--- src/rtl/uart_cmd_frame_parser_if.sv ---
// Bundles the byte stream from the UART receiver, the command handshake and
// the status outputs of uart_cmd_frame_parser.
//   slave  : parser side (consumes rx bytes and cmd_ready, drives command/status)
//   master : environment side (UART receiver + command consumer)
interface uart_cmd_frame_parser_if;
  logic        i_rx_done;
  logic [7:0]  i_rx_byte;
  logic        o_cmd_valid;
  logic        i_cmd_ready;
  logic [7:0]  o_opcode;
  logic [31:0] o_op_a;
  logic [31:0] o_op_b;
  logic        o_err;
  logic [1:0]  o_err_code;
  logic [7:0]  o_frame_cnt;

  modport slave (
    input  i_rx_done, i_rx_byte, i_cmd_ready,
    output o_cmd_valid, o_opcode, o_op_a, o_op_b, o_err, o_err_code, o_frame_cnt
  );

  modport master (
    output i_rx_done, i_rx_byte, i_cmd_ready,
    input  o_cmd_valid, o_opcode, o_op_a, o_op_b, o_err, o_err_code, o_frame_cnt
  );
endinterface

--- src/rtl/uart_cmd_frame_parser.sv ---
// Turns the UART receiver byte stream into coprocessor commands.
// Frame: SOF, OPCODE, A3..A0, B3..B0, CSUM (CSUM = XOR of OPCODE..B0).
// Ports:
//   i_clk, i_rst_n : clock, asynchronous active-low reset
//   bus (slave)    : i_rx_done/i_rx_byte byte input (rising edge of done = 1 byte),
//                    o_cmd_valid/i_cmd_ready command handshake with opcode and
//                    big-endian operands, o_err pulse + o_err_code
//                    (01 checksum, 10 timeout, 11 overrun), o_frame_cnt.
module uart_cmd_frame_parser #(
  parameter int unsigned TIMEOUT_CYCLES = 4340,
  parameter logic [7:0]  SOF_BYTE       = 8'hA5
) (
  input logic               i_clk,
  input logic               i_rst_n,
  uart_cmd_frame_parser_if.slave bus
);
  localparam int unsigned    CW      = $clog2(TIMEOUT_CYCLES + 1);
  localparam logic [CW-1:0]  GAP_MAX = CW'(TIMEOUT_CYCLES);

  typedef enum logic [2:0] {S_IDLE, S_OPC, S_OPA, S_OPB, S_CSUM, S_HOLD} state_e;

  state_e        state_q;
  logic [1:0]    idx_q;
  logic [7:0]    xor_q;
  logic [CW-1:0] gap_q;
  logic          r_done_d_q;
  logic          valid_q;
  logic          err_q;
  logic [1:0]    err_code_q;
  logic [7:0]    opcode_q;
  logic [7:0]    cnt_q;
  logic [31:0]   op_a_q;
  logic [31:0]   op_b_q;

  logic       acc;
  logic       xfer;
  logic       counting;
  logic [7:0] rx_b;

  // A long rx_done level counts once: only its rising edge accepts a byte.
  assign acc      = bus.i_rx_done & ~r_done_d_q;
  assign xfer     = valid_q & bus.i_cmd_ready;
  assign rx_b     = bus.i_rx_byte;
  assign counting = (state_q == S_OPC) || (state_q == S_OPA) ||
                    (state_q == S_OPB) || (state_q == S_CSUM);

  always_ff @(posedge i_clk or negedge i_rst_n) begin
    if (!i_rst_n) begin
      state_q    <= S_IDLE;
      idx_q      <= 2'd0;
      xor_q      <= 8'd0;
      gap_q      <= '0;
      r_done_d_q <= 1'b0;
      valid_q    <= 1'b0;
      err_q      <= 1'b0;
      err_code_q <= 2'b00;
      opcode_q   <= 8'd0;
      cnt_q      <= 8'd0;
      op_a_q     <= 32'd0;
      op_b_q     <= 32'd0;
    end else begin
      r_done_d_q <= bus.i_rx_done;
      err_q      <= 1'b0;

      // Gap counter: an accepted byte always wins over expiry.
      if (acc || !counting)      gap_q <= '0;
      else if (gap_q != GAP_MAX) gap_q <= gap_q + CW'(1);

      case (state_q)
        S_IDLE: begin
          xor_q <= 8'd0;
          if (acc && rx_b == SOF_BYTE) state_q <= S_OPC;
        end
        S_OPC: if (acc) begin
          opcode_q <= rx_b;
          xor_q    <= xor_q ^ rx_b;
          idx_q    <= 2'd0;
          state_q  <= S_OPA;
        end
        S_OPA: if (acc) begin
          op_a_q <= {op_a_q[23:0], rx_b};
          xor_q  <= xor_q ^ rx_b;
          idx_q  <= idx_q + 2'd1;  // wraps to 0 for the next operand
          if (idx_q == 2'd3) state_q <= S_OPB;
        end
        S_OPB: if (acc) begin
          op_b_q <= {op_b_q[23:0], rx_b};
          xor_q  <= xor_q ^ rx_b;
          idx_q  <= idx_q + 2'd1;
          if (idx_q == 2'd3) state_q <= S_CSUM;
        end
        S_CSUM: if (acc) begin
          if (rx_b == xor_q) begin
            state_q <= S_HOLD;
            valid_q <= 1'b1;
          end else begin
            err_q      <= 1'b1;
            err_code_q <= 2'b01;
            state_q    <= S_IDLE;
          end
        end
        S_HOLD: begin
          if (xfer) begin
            valid_q <= 1'b0;
            cnt_q   <= cnt_q + 8'd1;
            xor_q   <= 8'd0;
            // A byte landing on the handshake cycle is treated as an IDLE byte.
            state_q <= (acc && rx_b == SOF_BYTE) ? S_OPC : S_IDLE;
          end else if (acc) begin
            // Held command is untouched; the new byte is simply lost.
            err_q      <= 1'b1;
            err_code_q <= 2'b11;
          end
        end
        default: state_q <= S_IDLE;
      endcase

      // Timeout overrides the (byte-less) case above.
      if (counting && !acc && gap_q == GAP_MAX) begin
        err_q      <= 1'b1;
        err_code_q <= 2'b10;
        state_q    <= S_IDLE;
        gap_q      <= '0;
      end
    end
  end

  assign bus.o_cmd_valid = valid_q;
  assign bus.o_opcode    = opcode_q;
  assign bus.o_op_a      = op_a_q;
  assign bus.o_op_b      = op_b_q;
  assign bus.o_err       = err_q;
  assign bus.o_err_code  = err_code_q;
  assign bus.o_frame_cnt = cnt_q;
endmodule

--- src/flat_wrapper.sv ---
// flat-port wrapper written by rule: the top's interface ports become plain ports
module uart_cmd_frame_parser_flat 
#(
  parameter int unsigned TIMEOUT_CYCLES = 4340,
  parameter logic [7:0]  SOF_BYTE       = 8'hA5
)
  (i_clk, i_rst_n, bus_i_rx_done, bus_i_rx_byte, bus_i_cmd_ready, bus_o_cmd_valid, bus_o_opcode, bus_o_op_a, bus_o_op_b, bus_o_err, bus_o_err_code, bus_o_frame_cnt);
  uart_cmd_frame_parser_if bus_i ();
  input logic i_clk;
  input logic i_rst_n;
  input wire logic [$bits(bus_i.i_rx_done)-1:0] bus_i_rx_done;
  input wire logic [$bits(bus_i.i_rx_byte)-1:0] bus_i_rx_byte;
  input wire logic [$bits(bus_i.i_cmd_ready)-1:0] bus_i_cmd_ready;
  output wire logic [$bits(bus_i.o_cmd_valid)-1:0] bus_o_cmd_valid;
  output wire logic [$bits(bus_i.o_opcode)-1:0] bus_o_opcode;
  output wire logic [$bits(bus_i.o_op_a)-1:0] bus_o_op_a;
  output wire logic [$bits(bus_i.o_op_b)-1:0] bus_o_op_b;
  output wire logic [$bits(bus_i.o_err)-1:0] bus_o_err;
  output wire logic [$bits(bus_i.o_err_code)-1:0] bus_o_err_code;
  output wire logic [$bits(bus_i.o_frame_cnt)-1:0] bus_o_frame_cnt;
  assign bus_i.i_rx_done = bus_i_rx_done;
  assign bus_i.i_rx_byte = bus_i_rx_byte;
  assign bus_i.i_cmd_ready = bus_i_cmd_ready;
  assign bus_o_cmd_valid = bus_i.o_cmd_valid;
  assign bus_o_opcode = bus_i.o_opcode;
  assign bus_o_op_a = bus_i.o_op_a;
  assign bus_o_op_b = bus_i.o_op_b;
  assign bus_o_err = bus_i.o_err;
  assign bus_o_err_code = bus_i.o_err_code;
  assign bus_o_frame_cnt = bus_i.o_frame_cnt;
  uart_cmd_frame_parser #(.TIMEOUT_CYCLES(TIMEOUT_CYCLES), .SOF_BYTE(SOF_BYTE)) u_core (.i_clk(i_clk), .i_rst_n(i_rst_n), .bus(bus_i));
endmodule
--- config.mk ---
export PLATFORM = sky130hd
export DESIGN_NAME = uart_cmd_frame_parser_flat
export DESIGN_NICKNAME = d
export VERILOG_FILES = /design/src/rtl/uart_cmd_frame_parser_if.sv /design/src/rtl/uart_cmd_frame_parser.sv /design/src/flat_wrapper.sv
export SDC_FILE = /design/constraint.sdc
export NUM_CORES = 1
export LEC_CHECK = 0
export ABC_CLOCK_PERIOD_IN_PS = 3000
export CAP_MARGIN = 20
export CORE_AREA = 2 2 106 108
export CTS_CLUSTER_SIZE = 30
export DETAILED_ROUTE_END_ITERATION = 10
export DIE_AREA = 0 0 108 110
export GPL_ROUTABILITY_DRIVEN = 1
export PLACE_DENSITY = 0.78
export SLEW_MARGIN = 0
export SYNTH_ARGS = -nofsm -noshare
export SYNTH_HDL_FRONTEND = slang
export SYNTH_SLANG_ARGS = --single-unit
--- constraint.sdc ---
create_clock -name i_clk -period 3 [get_ports i_clk]
set_input_delay 0.45 -clock i_clk [delete_from_list [all_inputs] [get_ports i_clk]]
set_output_delay 0.45 -clock i_clk [all_outputs]
set_load 0.01 [all_outputs]
* After elaboration in Yosys (flattened, before gate mapping)
Cells that the tools add are included.
Storage, ports and cells: register bits 111, input port bits 12, output and inout bits 84, logic and storage cells 109
Operators by class: add/subtract/negate cells 3, eq/ne operators 27, multiplexer cells 37, bitwise logic cells 4, reductions and logical operators 26
Operators by type and width (count):
- 13-bit two-way mux | 3
- 3-bit two-way mux | 10
- 8-bit case mux with 3 select lines | 1
- 3-bit case mux with 6 select lines | 1
- 8-bit two-way mux | 2
- 2-bit two-way mux | 7
- 13-bit by 1-bit adder with 13-bit output (second input constant) | 1
- 13-bit == test (second input constant) | 1
- 13-bit inequality test (second input constant) | 1
- 3-bit by 2-bit inequality test with 1-bit output (second input constant) | 4
- 3-bit inequality test (second input constant) | 4
- 2-bit by 1-bit inequality test with 1-bit output (second input constant) | 5
- 1-bit two-way mux | 9
- 3-bit by 1-bit inequality test with 1-bit output (second input constant) | 3
- 3-bit nonzero test | 3
- 8-bit by 1-bit adder with 8-bit output (second input constant) | 1
- 8-bit == test | 1
- 8-bit == test (second input constant) | 1
- 2-bit case mux with 2 select lines | 2
- 2-bit AND reduction | 4
- 8-bit AND reduction | 1
- 8-bit bitwise XOR | 1
- 3-bit by 2-bit == test with 1-bit output (second input constant) | 2
- 3-bit == test (second input constant) | 2
- 17 further kinds | 27

* Longest topological paths before layout
Gate-level depths: netlist of run 1.
depth after elaboration 8, gate-level depth with buffers 8, depth with buffers taken out 7

* Least setup slack after synthesis of run 1
Ideal clock, no wire load.
path kind input to register, start point in bus_i_rx_done, end point reg u_core.op_b_q[1] (netlist: u_core.bus.o_op_b[1]), setup time 125 ps, data arrival time 1578 ps, required time 2875 ps, setup slack 1298 ps, stages on the path 6, buffers on the path 2, cells stage by stage nor2b_1 > buf_2 > nand2_2 > nor2_1 > buf_4 > mux2_2
On the way: longest elaborated chain between the ends 2
Ends and longest elaborated chain:
- from (decl) | line flat_wrapper.sv:11 | input wire logic [$bits(bus_i.i_rx_done)-1:0] bus_i_rx_done;
- 1-bit AND | line uart_cmd_frame_parser.sv:41 | assign acc = bus.i_rx_done & ~r_done_d_q;
- 2-bit AND reduction (no line)
- to (signal assigned) | line uart_cmd_frame_parser.sv:87 | op_b_q <= {op_b_q[23:0], rx_b};
- to (decl) | line uart_cmd_frame_parser.sv:33 | logic [31:0] op_b_q;
No other way between the ends. A chain may end at the register's enable or synchronous reset.

* Worst setup path in the final report of run 1
start point reg u_core.state_q[2], end point reg u_core.op_a_q[30] (netlist: u_core.bus.o_op_a[30])
On the way: longest elaborated chain between the ends 2
Ends and longest elaborated chain:
- from (decl) | line uart_cmd_frame_parser.sv:22 | state_e state_q;
- from (signal assigned) | line uart_cmd_frame_parser.sv:108 | state_q <= (acc && rx_b == SOF_BYTE) ? S_OPC : S_IDLE;
- 3-bit by 2-bit == test with 1-bit output | line uart_cmd_frame_parser.sv:69 | case (state_q)
- 2-bit AND reduction (no line)
- to (signal assigned) | line uart_cmd_frame_parser.sv:81 | op_a_q <= {op_a_q[23:0], rx_b};
- to (decl) | line uart_cmd_frame_parser.sv:32 | logic [31:0] op_a_q;
No other way between the ends.

==> results of run 1 <==
synth_stat cells, types with 2 or more instances:
cell type / number
mux2_1: 2
o21ai_0: 20
and3_1: 2
buf_2: 7
a21oi_1: 6
nor2_1: 36
ha_1: 4
nor3_1: 5
clkbuf_1: 3
nor4bb_1: 2
nor2b_1: 2
mux2_4: 8
nand4_1: 8
xor2_1: 6
xnor2_1: 20
dfrtp_1: 111
mux2_2: 64
inv_1: 8
nand3_1: 6
buf_4: 5
a211oi_1: 3
nand2b_1: 3
nand2_1: 24
or3_1: 3
final timing paths:
kind                                        endpoint  slack [ns]
max in group asynchronous      u_core.bus.o_op_a[30]        2.16
min reg2reg                u_core.bus.o_frame_cnt[7]        0.47
max reg2reg                    u_core.bus.o_op_a[30]        0.96
max                            u_core.bus.o_op_a[30]        0.96
min in group i_clk         u_core.bus.o_frame_cnt[7]        0.47
min                        u_core.bus.o_frame_cnt[3]        0.09
power by group:
group / internal (uW) / switching [uW]
Sequential: 1820 / 266
Combinational: 862 / 585
Clock: 339 / 552
Total: 3020 / 1400
metal layers:
metal	track usage	vias to the layer above
met5	0	-
met4	0.0412	0
met3	0.0329	5
met2	0.278	85
met1	0.224	1573
li1	-	1502
stage by stage:
stage / util / power (uW) / hold slack (ns) / area (um2)
6_report: 0.566 / 4430 / 0.0939 / 6050
5_1_grt: 0.566 / 4700 / 0.133 / 6050
4_1_cts: 0.566 / 4490 / 0.107 / 6050
3_5_place_dp: 0.547 / 3580 / 0.466 / 5850
3_3_place_gp: 0.547 / 3510 / 0.455 / 5850
2_1_floorplan: - / 2800 / 0.154 / 4770
final cells by class:
type / count / area [um2] / area share
sequential: 111 / 2780 / 0.459
clock inverter: 7 / 76.3 / 0.0126
multi-input combinational: 243 / 1880 / 0.310
inverter: 8 / 30.0 / 0.00496
timing repair buffer: 99 / 991 / 0.164
clock buffer: 9 / 124 / 0.0205
tap: 140 / 175 / 0.0289
kinds of logic after synthesis:
family	synth area share
flops	0.583
xor+xnor	0.0478
buf+inv	0.0239
fa+ha+maj	0.0105
simple gates	0.103
mux	0.181
compound gates	0.0509
placed cells by master, fill, tap and decap left out, types with 2 or more instances in the layout:
master,count
clkbuf_8,9
nand3_1,6
o21ai_0,20
xor2_1,6
nor2_2,2
nand2b_1,3
xnor2_1,20
nor2b_1,2
clkdlybuf4s50_1,94
ha_1,4
nor3_1,5
nor2_1,34
mux2_4,8
a21oi_1,6
inv_1,8
nand2_1,24
or3_1,3
and3_1,2
dfrtp_1,111
nor4bb_1,2
mux2_2,64
a211oi_1,3
inv_8,3
buf_4,4
inv_6,2
nand4_1,8
mux2_1,2
sequential cells by signal (all words and copies together), names as in the netlist:
register	count
u_core.bus.o_op_a	32
u_core.bus.o_op_b	32
u_core.gap_q	13
u_core.bus.o_frame_cnt	8
u_core.bus.o_opcode	8
u_core.xor_q	8
u_core.state_q	3
u_core.bus.o_err_code	2
u_core.idx_q	2
u_core.bus.o_cmd_valid	1
u_core.bus.o_err	1
u_core.r_done_d_q	1
worst register-to-register path: stages (launching register included):
cell and delay, ns:
dfrtp_1 0.57, nor2b_1 0.33, nand2_1 0.14, nor2_2 0.11, buf_4 0.38, mux2_2 0.40
==> summary.md, run 1 <==
| Metric | Value |
|---|---|
| Status | finished, final reports clean |
| Fillers | between 900 and 1k |
| Tmin final | about 2.0 ns |
| Core Area | between 10000 and 15000 um2 |
| Fin. Hold Viols | 0 |
| Gp weighted congestion | 0.850 |
| Initial antenna violation count | 0 |
| Vias per std cell | just over 5 |
| Post-cts sizing count | 0 |
| Worst clock skew | between 0.009 and 0.01 ns |
| Max Root-Sink Buffers | 2 |
| Area Growth Syn to Fin | 27.0% |
| Worst Path Required | about 3.3 ns |
| Power density over cell area | 731 nW/um2 |
| Syn. warnings | 0 |
| CP Cell Sequence | nor2b_1 > nand2_1 > nor2_2 > buf_4 > mux2_2 |
| Clk_lat worst skew | 0.36 ns |
| Buffers plus inverters on the worst setup path | 1 |
| Num rows | 38 |
| Post-Syn Area | 4770 um2 |
| Place WS | about 0.62 ns |
| Reg clk slew, reported paths | between 0.1 and 0.15 ns |
| Final setup fails | 0 |
| TritonCTS clock tree | built |
| Hold_buf cts | 0 |
| Top delay family on crit path | simple AND/OR/NAND/NOR gates |
| Post-Place Cells | approximately 600 |
| Peak fanout along the critical path | 32 |
| FF-to-FF Start | u_core.state_q[2] |
| Postcts setup bufs | 0 |
| Synth Register Bits | 111 |
| ANT cells | 0 |
| Maximum VDD drop | around 0.56 mV |
| Pleak | around 0.0027 uW |
| Asr flop ratio synth | 1.00 |
| Slew Limit Headroom | 0.579 |
| # nets final | a little under 500 |
| HPWL after DPL | a little under 7000 um |
| Initial Utilization | 0.445 |
| Total Routing Usage GR | 0.166 |
| Die ar. | 11900 um2 |
| Register area share after synthesis | 0.583 |
| Setup ws final | 0.963 ns |
| WL per Instance | ~15 um |
| H-tree depth | 3 |
| Top_reg_cell synth | dfrtp_1 |
| Synth area leader | dfrtp_1 |
| FF-to-FF path depth | 5 |
| Vias in the first global route | roughly 3.2k |
| First-pass GRT wire length | roughly 16000 um |
| Routed length on met1 | 4180 um |
| Share of cells above drive strength 1 | 0.210 |
| CP Class | flop to flop |
| DR DRC count | 0 |
| Crit path DAT | around 2.3 ns |
| Startpoint class of the critical path | flop |
| Met3 WL post-DR | around 460 um |
| CP max stage delay | around 0.57 ns |
| Cell depth of the worst setup path | 5 |
| Largest net degree at the start of global routing | 65 |
| Tcrit/Tclk final | 0.679 |
| Detailed router's first-iteration violation count | 125 |
| Grt total ovfl | 0 |
| Cts bufs inserted | 9 |
| Chip height | around 110 um |
| Setup TNS | 0 ns |
| Worst Max-Slew Pin Slew | roughly 0.63 ns |
| Syn nets | between 300 and 400 |
| Slowest stage cell, crit path | dfrtp_1 |
| IO Pins | 96 |
| ANT nets after route | 0 |
| Via count | approximately 3.2k |
| RSZ-0062 raised after global routing | false |
| Detailed Route WL | about 9500 um |
| Syn_area_per_cell | 12.6 um2 |
| CP Capture Type | flop |
| Post-route insts no fill | approximately 620 |
| Port Buf Inserts | 95 |
| Crit path from | u_core.state_q[2] |
| DR WL met2 | 4790 um |
| Highest achievable clock rate | slightly below 0.5 GHz |
| Clock Tree Root | clkbuf_8 |
| Sink Count | 111 |
| Syn Inst Count | 377 |
| Top post-synthesis cells by area | dfrtp_1, mux2_2, xnor2_1, nor2_1, mux2_4 |
| EDFF count, synth | 0 |
| Top sig layer | met4 |
| Area fraction of the dominant cell type after synthesis | 0.583 |
| Max-capacitance violation count | 0 |
| Die Width | 108 um |
| DR pass1 iterations | 4 |
| Yosys cell types | 43 |
| Hold WC Path Type | input pin to asynchronous set/reset pin |
| Max Slew Vio Count | 0 |
No activity file was read; power rests on OpenSTA's default activity.
==> inputs of run 2 (changes only) <==
- ABC_CLOCK_PERIOD_IN_PS: 3000 -> 1960
- clock period: 3 -> 1.96 ns (I/O delays scaled with it)
==> run 2 against run 1 <==
Sequential power rose by 52%. The flow now finishes with violations (hold timing). Count of clock-buffer cells in the layout did not move. Sequential share of layout area fell by 1.4 points. Non-clock buffer count rose by 25. Combinational power rose by 62%.
==> summary.md, run 2 (synthesis gave the netlist of run 1 again) <==
| Metric | Value |
|---|---|
| Status | finished, violations left (was finished, final reports clean) |
| Failing checks | hold timing |
| WL per Instance | 15.1 um (was 15.4 um) |
| First-pass GRT wire length | 15900 um (was 15600 um) |
| Sw Share | 0.312 (was 0.317) |
| Cts bufs inserted | 9 (unchanged) |
| Pleak | 0.00280 uW (was 0.00269 uW) |
| FF-to-FF Start | u_core.gap_q[0] (was u_core.state_q[2]) |
| Via count | 3327 (was 3165) |
| Pint | 4680 uW (was 3020 uW) |
| Commonest non-fill, non-tap cell in the layout | dfrtp_1 (unchanged) |
| Die Width | 108 um (unchanged) |
| Sequential share of power | 0.466 (was 0.472) |
| Grt total ovfl | 0 (unchanged) |
| Worst clock skew | 0.0123 ns (was 0.00902 ns) |
| Final Core Density | 0.584 (was 0.566) |
| Chip height | 110 um (unchanged) |
| Post-route cell area | 6250 um2 (was 6050 um2) |
| R2R Setup Slk | 0.09 ns (was 0.96 ns) |
| DR pass1 iterations | 4 (unchanged) |
| Tmin final | 1.87 ns (was 2.04 ns) |
| Max Root-Sink Buffers | 2 (unchanged) |
| Worst Max-Slew Pin Slew | 0.584 ns (was 0.632 ns) |
| Register area | 2780 um2 (unchanged) |
| Clk_lat worst skew | 0.37 ns (was 0.36 ns) |
| Detailed router's first-iteration violation count | 131 (was 125) |
| Initial Utilization | 0.445 (unchanged) |
| Reg clk slew, reported paths | 0.10 ns (was 0.11 ns) |
| Clock Tree Root | clkbuf_8 (unchanged) |
| Post-Place Cells | 625 (was 601) |
| Post-DP Area | 6060 um2 (was 5850 um2) |
| Initial antenna violation count | 0 (unchanged) |
| Sink Count | 111 (unchanged) |
| Fillers | 879 (was 914) |
| Vias in the first global route | 3258 (was 3213) |
| Max-capacitance violation count | 0 (unchanged) |
| Tcrit/Tclk final | 0.953 (was 0.679) |
| CP Capture Type | flop (unchanged) |
| Hold WC Path Type | input pin to asynchronous set/reset pin (unchanged) |
| ANT cells | 0 (unchanged) |
| Port Buf Inserts | 95 (unchanged) |
| Area Growth Syn to Fin | 31.1% (was 27.0%) |
| Total Routing Usage GR | 0.169 (was 0.166) |
| Hold slack | -0.0172 ns (was 0.0939 ns) |
| Terminus of the critical flop-to-flop path | u_core.state_q[2] (was u_core.bus.o_op_a[30]) |
| Share of cells above drive strength 1 | 0.251 (was 0.210) |
| Largest net degree at the start of global routing | 112 (was 65) |
| Fin. Hold Viols | 15 (was 0) |
| Highest-count cells in the layout ignoring fill and taps | dfrtp_1, clkdlybuf4s50_1, mux2_2 (unchanged) |
| Core Area | 10700 um2 (unchanged) |
| Num rows | 38 (unchanged) |
| Power density over cell area | 1090 nW/um2 (was 731 nW/um2) |
| HPWL after DPL | 6820 um (was 6760 um) |
| Die ar. | 11900 um2 (unchanged) |
| DR DRC count | 0 (unchanged) |
| Detailed Route WL | 9720 um (was 9480 um) |
| Worst Path Required | 2.22 ns (was 3.25 ns) |
| Peak fanout along the critical path | 6 (was 32) |
| Gp weighted congestion | 0.911 (was 0.850) |
| FF-to-FF path depth | 7 (was 5) |
| Multi-input logic area | 1880 um2 (about the same) |
| Part of the power in combinational logic | 0.345 (was 0.327) |
| H-tree depth | 3 (unchanged) |
| Slew Limit Headroom | 0.611 (was 0.579) |
| ANT nets after route | 0 (unchanged) |
| Vias per std cell | 5.18 (was 5.13) |
| # nets final | 513 (was 488) |
| Post-route insts no fill | 642 (was 617) |
| IO Pins | 96 (unchanged) |
| Final setup fails | 0 (unchanged) |
| Highest achievable clock rate | 0.535 GHz (was 0.491 GHz) |
| Startpoint class of the critical path | flop (unchanged) |
| Maximum VDD drop | 0.670 mV (was 0.563 mV) |
| Max Slew Vio Count | 0 (unchanged) |
| Psw | 2130 uW (was 1400 uW) |
| TritonCTS clock tree | built (unchanged) |
| CP Class | flop to flop (unchanged) |
| Clock power share | 0.188 (was 0.201) |
| Crit path DAT | 2.13 ns (was 2.28 ns) |
| Total power | 6800 uW (was 4430 uW) |
-- run 2: cell types whose count changed in the layout (fill, tap and decap cells not counted), sizes merged --
cell	delta
clkinvlp	+2
inv	-4
buf	+25
clkinv	+2
-- run 2: worst max-delay path by stage --
stage,cells after the start,from,endpoint
floorplan,8,u_core.gap_q[0],u_core.state_q[2]
global placement,6,bus_i_rx_done,u_core.bus.o_opcode[7]
detailed placement,6,bus_i_rx_done,u_core.bus.o_opcode[6]
CTS,7,u_core.gap_q[0],u_core.state_q[2]
global route,7,u_core.gap_q[0],u_core.state_q[2]
finish,7,u_core.gap_q[0],u_core.state_q[2]
-- run 2: critical path: stages, from the launching register on --
cell     delay, ns
dfrtp_1       0.43
inv_1         0.08
ha_1          0.16
nor4b_1       0.27
and3_2        0.30
a211o_1       0.15
a21oi_1       0.07
o32ai_1       0.31
-- run 2: power groups by stage --
stage | combinational (uW) | clock [uW] | sequential, uW
2_1_floorplan | 953 | 0 | 3330
3_3_place_gp | 2300 | 0 | 3190
3_5_place_dp | 2360 | 0 | 3220
4_1_cts | 2370 | 1340 | 3180
5_1_grt | 2550 | 1430 | 3250
6_report | 2350 | 1280 | 3170
-- run 2: layer usage --
metal	wire length, um	GRT usage
met1	4350	0.230
met2	4630	0.271
met4	209	0.0586
met5	0	0
met3	537	0.0382
-- run 2: repair_timing --
action	in CTS	in global routing
hold buffers	0	0
buffers inserted	0	1
gates resized for setup	0	1
endpoints found under the setup margin	0	1
-- run 2: final cells by class --
class	instances	share of cell area
Sequential cell	111	0.445
Tap cell	140	0.0280
Clock inverter	7	0.00921
Clock buffer	9	0.0198
Timing Repair Buffer	124	0.193
Inverter	8	0.00481
Multi-Input combinational cell	243	0.301
-- run 2: through the flow --
step,TNS (ns),setup WS (ns),hold slack (ns)
final,0,0.0919,-0.0172
after global routing,-0.0477,-0.0477,0.0255
after CTS,0,0.130,0.0112
after detailed placement,-6.56,-0.148,0.421
after global placement,-4.85,-0.131,0.409
after floorplan,0,0.311,-0.00159
==> inputs of run 3 (changes only) <==
- HOLD_SLACK_MARGIN: default -> 0.03
==> run 3 against run 2 <==
The flow now finishes without violations. Routed wire length up 0.45%. Flip-flop and latch count unchanged. Hold slack better by 0.50 ns. Global-route usage about the same. Utilization up 0.094 points. Die area unchanged. Fmax down 0.33%. First-iteration DRC count up 2.3%.
==> summary.md, run 3 (synthesis gave the netlist of run 1 again) <==
| Metric | Value |
|---|---|
| Vias per std cell | 5.16 (was 5.18) |
| Crit path DAT | 2.14 ns (was 2.13 ns) |
| Cts bufs inserted | 9 (unchanged) |
| Max-capacitance violation count | 0 (unchanged) |
| DR pass1 iterations | 4 (unchanged) |
| Terminus of the critical flop-to-flop path | u_core.state_q[2] (unchanged) |
| Final setup fails | 0 (unchanged) |
| Vias in the first global route | 3270 (was 3258) |
| Post-DP Area | 6060 um2 (unchanged) |
| Clock Tree Root | clkbuf_8 (unchanged) |
| Clock power share | 0.189 (was 0.188) |
| Power density over cell area | 1090 nW/um2 (about the same) |
| Area Growth Syn to Fin | 31.3% (was 31.1%) |
| # nets final | 514 (was 513) |
| Largest net degree at the start of global routing | 112 (unchanged) |
| Total Routing Usage GR | 0.170 (was 0.169) |
| Detailed Route WL | 9770 um (was 9720 um) |
| Gp weighted congestion | 0.911 (unchanged) |
| Commonest non-fill, non-tap cell in the layout | dfrtp_1 (unchanged) |
| ANT cells | 0 (unchanged) |
| Worst Path Required | 2.22 ns (about the same) |
| Highest-count cells in the layout ignoring fill and taps | dfrtp_1, clkdlybuf4s50_1, mux2_2 (unchanged) |
| Worst Hold Path EP | u_core.bus.o_frame_cnt[7] |
| Sink Count | 111 (unchanged) |
| Highest achievable clock rate | 0.534 GHz (was 0.535 GHz) |
| R2R Setup Slk | 0.09 ns (about the same) |
| Place WS | -0.148 ns (unchanged) |
| Initial antenna violation count | 0 (unchanged) |
| Tcrit/Tclk final | 0.956 (was 0.953) |
| Hold WC Path Type | flop to flop (was input pin to asynchronous set/reset pin) |
| Chip height | 110 um (unchanged) |
| Clk_lat worst skew | 0.37 ns (about the same) |
| Num rows | 38 (unchanged) |
| Max Root-Sink Buffers | 2 (unchanged) |
| Reg clk slew, reported paths | 0.11 ns (was 0.10 ns) |
| Worst Max-Slew Pin Slew | 0.594 ns (was 0.584 ns) |
| Max Slew Vio Count | 0 (unchanged) |
| Fin. Hold Viols | 0 (was 15) |
| Psw | 2130 uW (about the same) |
| H-tree depth | 3 (unchanged) |
| Die ar. | 11900 um2 (unchanged) |
| Detailed router's first-iteration violation count | 134 (was 131) |
| Worst clock skew | 0.0113 ns (was 0.0123 ns) |
| Status | finished, final reports clean (was finished, violations left) |
| Final Core Density | 0.585 (was 0.584) |
| CP Class | flop to flop (unchanged) |
| Post-route cell area | 6260 um2 (was 6250 um2) |
| TritonCTS clock tree | built (unchanged) |
| IO Pins | 96 (unchanged) |
| Grt total ovfl | 0 (unchanged) |
| Port Buf Inserts | 95 (unchanged) |
| ANT nets after route | 0 (unchanged) |
| HPWL after DPL | 6820 um (unchanged) |
| CP Capture Type | flop (unchanged) |
| Fillers | 878 (was 879) |
| Die Width | 108 um (unchanged) |
| Peak fanout along the critical path | 6 (unchanged) |
| Sw Share | 0.313 (was 0.312) |
| FF-to-FF path depth | 7 (unchanged) |
| Setup ws final | 0.0858 ns (was 0.0919 ns) |
| Slew Limit Headroom | 0.604 (was 0.611) |
| Pleak | 0.00281 uW (was 0.00280 uW) |
| Setup TNS | 0 ns (unchanged) |
| First-pass GRT wire length | 15900 um (about the same) |
| Share of cells above drive strength 1 | 0.250 (was 0.251) |
| Hold path start | u_core.bus.o_frame_cnt[7] |
| Maximum VDD drop | 0.671 mV (was 0.670 mV) |
| Via count | 3316 (was 3327) |
| FF-to-FF Start | u_core.gap_q[0] (unchanged) |
| Startpoint class of the critical path | flop (unchanged) |
| WL per Instance | 15.2 um (was 15.1 um) |
| DR DRC count | 0 (unchanged) |
| Pint | 4680 uW (about the same) |
| Initial Utilization | 0.445 (unchanged) |
| Sequential share of power | 0.466 (about the same) |
| Worst Hold Depth | 1 |
| Core Area | 10700 um2 (unchanged) |
| Tmin final | 1.87 ns (about the same) |
| Part of the power in combinational logic | 0.345 (about the same) |
==> run 3: cell types whose count changed in the layout (fill, tap and decap cells not counted), sizes merged <==
cell         before  now
dlygate4sd3       0    1
==> run 3: area by class of cell <==
| class | instances | area (um2) | share of cell area |
|---|---|---|---|
| timing repair buffer | 125 | 1210 | 0.194 |
| clock buffer | 9 | 124 | 0.0198 |
| sequential | 111 | 2780 | 0.444 |
| multi-input combinational | 243 | 1880 | 0.300 |
| tap | 140 | 175 | 0.0280 |
| clock inverter | 7 | 57.6 | 0.00920 |
| inverter | 8 | 30.0 | 0.00480 |
==> run 3: what timing repair did <==
item,4_1_cts,5_1_grt
endpoints found under the setup margin,0,1
hold buffers,1,0
hold endpoints to repair,77,0
setup buffers,0,1
resized for setup,0,1
==> run 3: through the flow <==
| step | std cells | power [uW] | hold slack (ns) |
|---|---|---|---|
| global placement | 625 | 5490 | 0.409 |
| detailed placement | 625 | 5580 | 0.421 |
| CTS | 642 | 6890 | 0.479 |
| global route | 643 | 7230 | 0.493 |
| finish | 643 | 6810 | 0.478 |
| floorplan | 377 | 4280 | -0.00159 |
==> run 3: worst max-delay path by stage <==
stage                        endpoint             from  slack (ns)  depth (start not counted)
6_report            u_core.state_q[2]  u_core.gap_q[0]        0.09                          7
5_1_grt             u_core.state_q[2]  u_core.gap_q[0]       -0.05                          7
4_1_cts             u_core.state_q[2]  u_core.gap_q[0]        0.13                          7
3_5_place_dp   u_core.bus.o_opcode[6]    bus_i_rx_done       -0.15                          6
3_3_place_gp   u_core.bus.o_opcode[7]    bus_i_rx_done       -0.13                          6
2_1_floorplan       u_core.state_q[2]  u_core.gap_q[0]        0.31                          8
==> run 3: power groups by stage <==
stage	clock network (uW)	logic, uW	registers (uW)
2_1_floorplan	0	953	3330
3_3_place_gp	0	2300	3190
3_5_place_dp	0	2360	3220
4_1_cts	1340	2380	3180
5_1_grt	1430	2550	3250
6_report	1290	2350	3170
==> run 3: critical path: stages (launching register included) <==
cell     delay (ns)
dfrtp_1        0.43
inv_1          0.08
ha_1           0.16
nor4b_1        0.27
and3_2         0.30
a211o_1        0.15
a21oi_1        0.07
o32ai_1        0.31
==> run 3: per-layer routing <==
metal  track usage  share of wire
met4        0.0586          0.019
met2         0.272           0.48
met1         0.230           0.46
met5             0              0
met3        0.0382          0.049
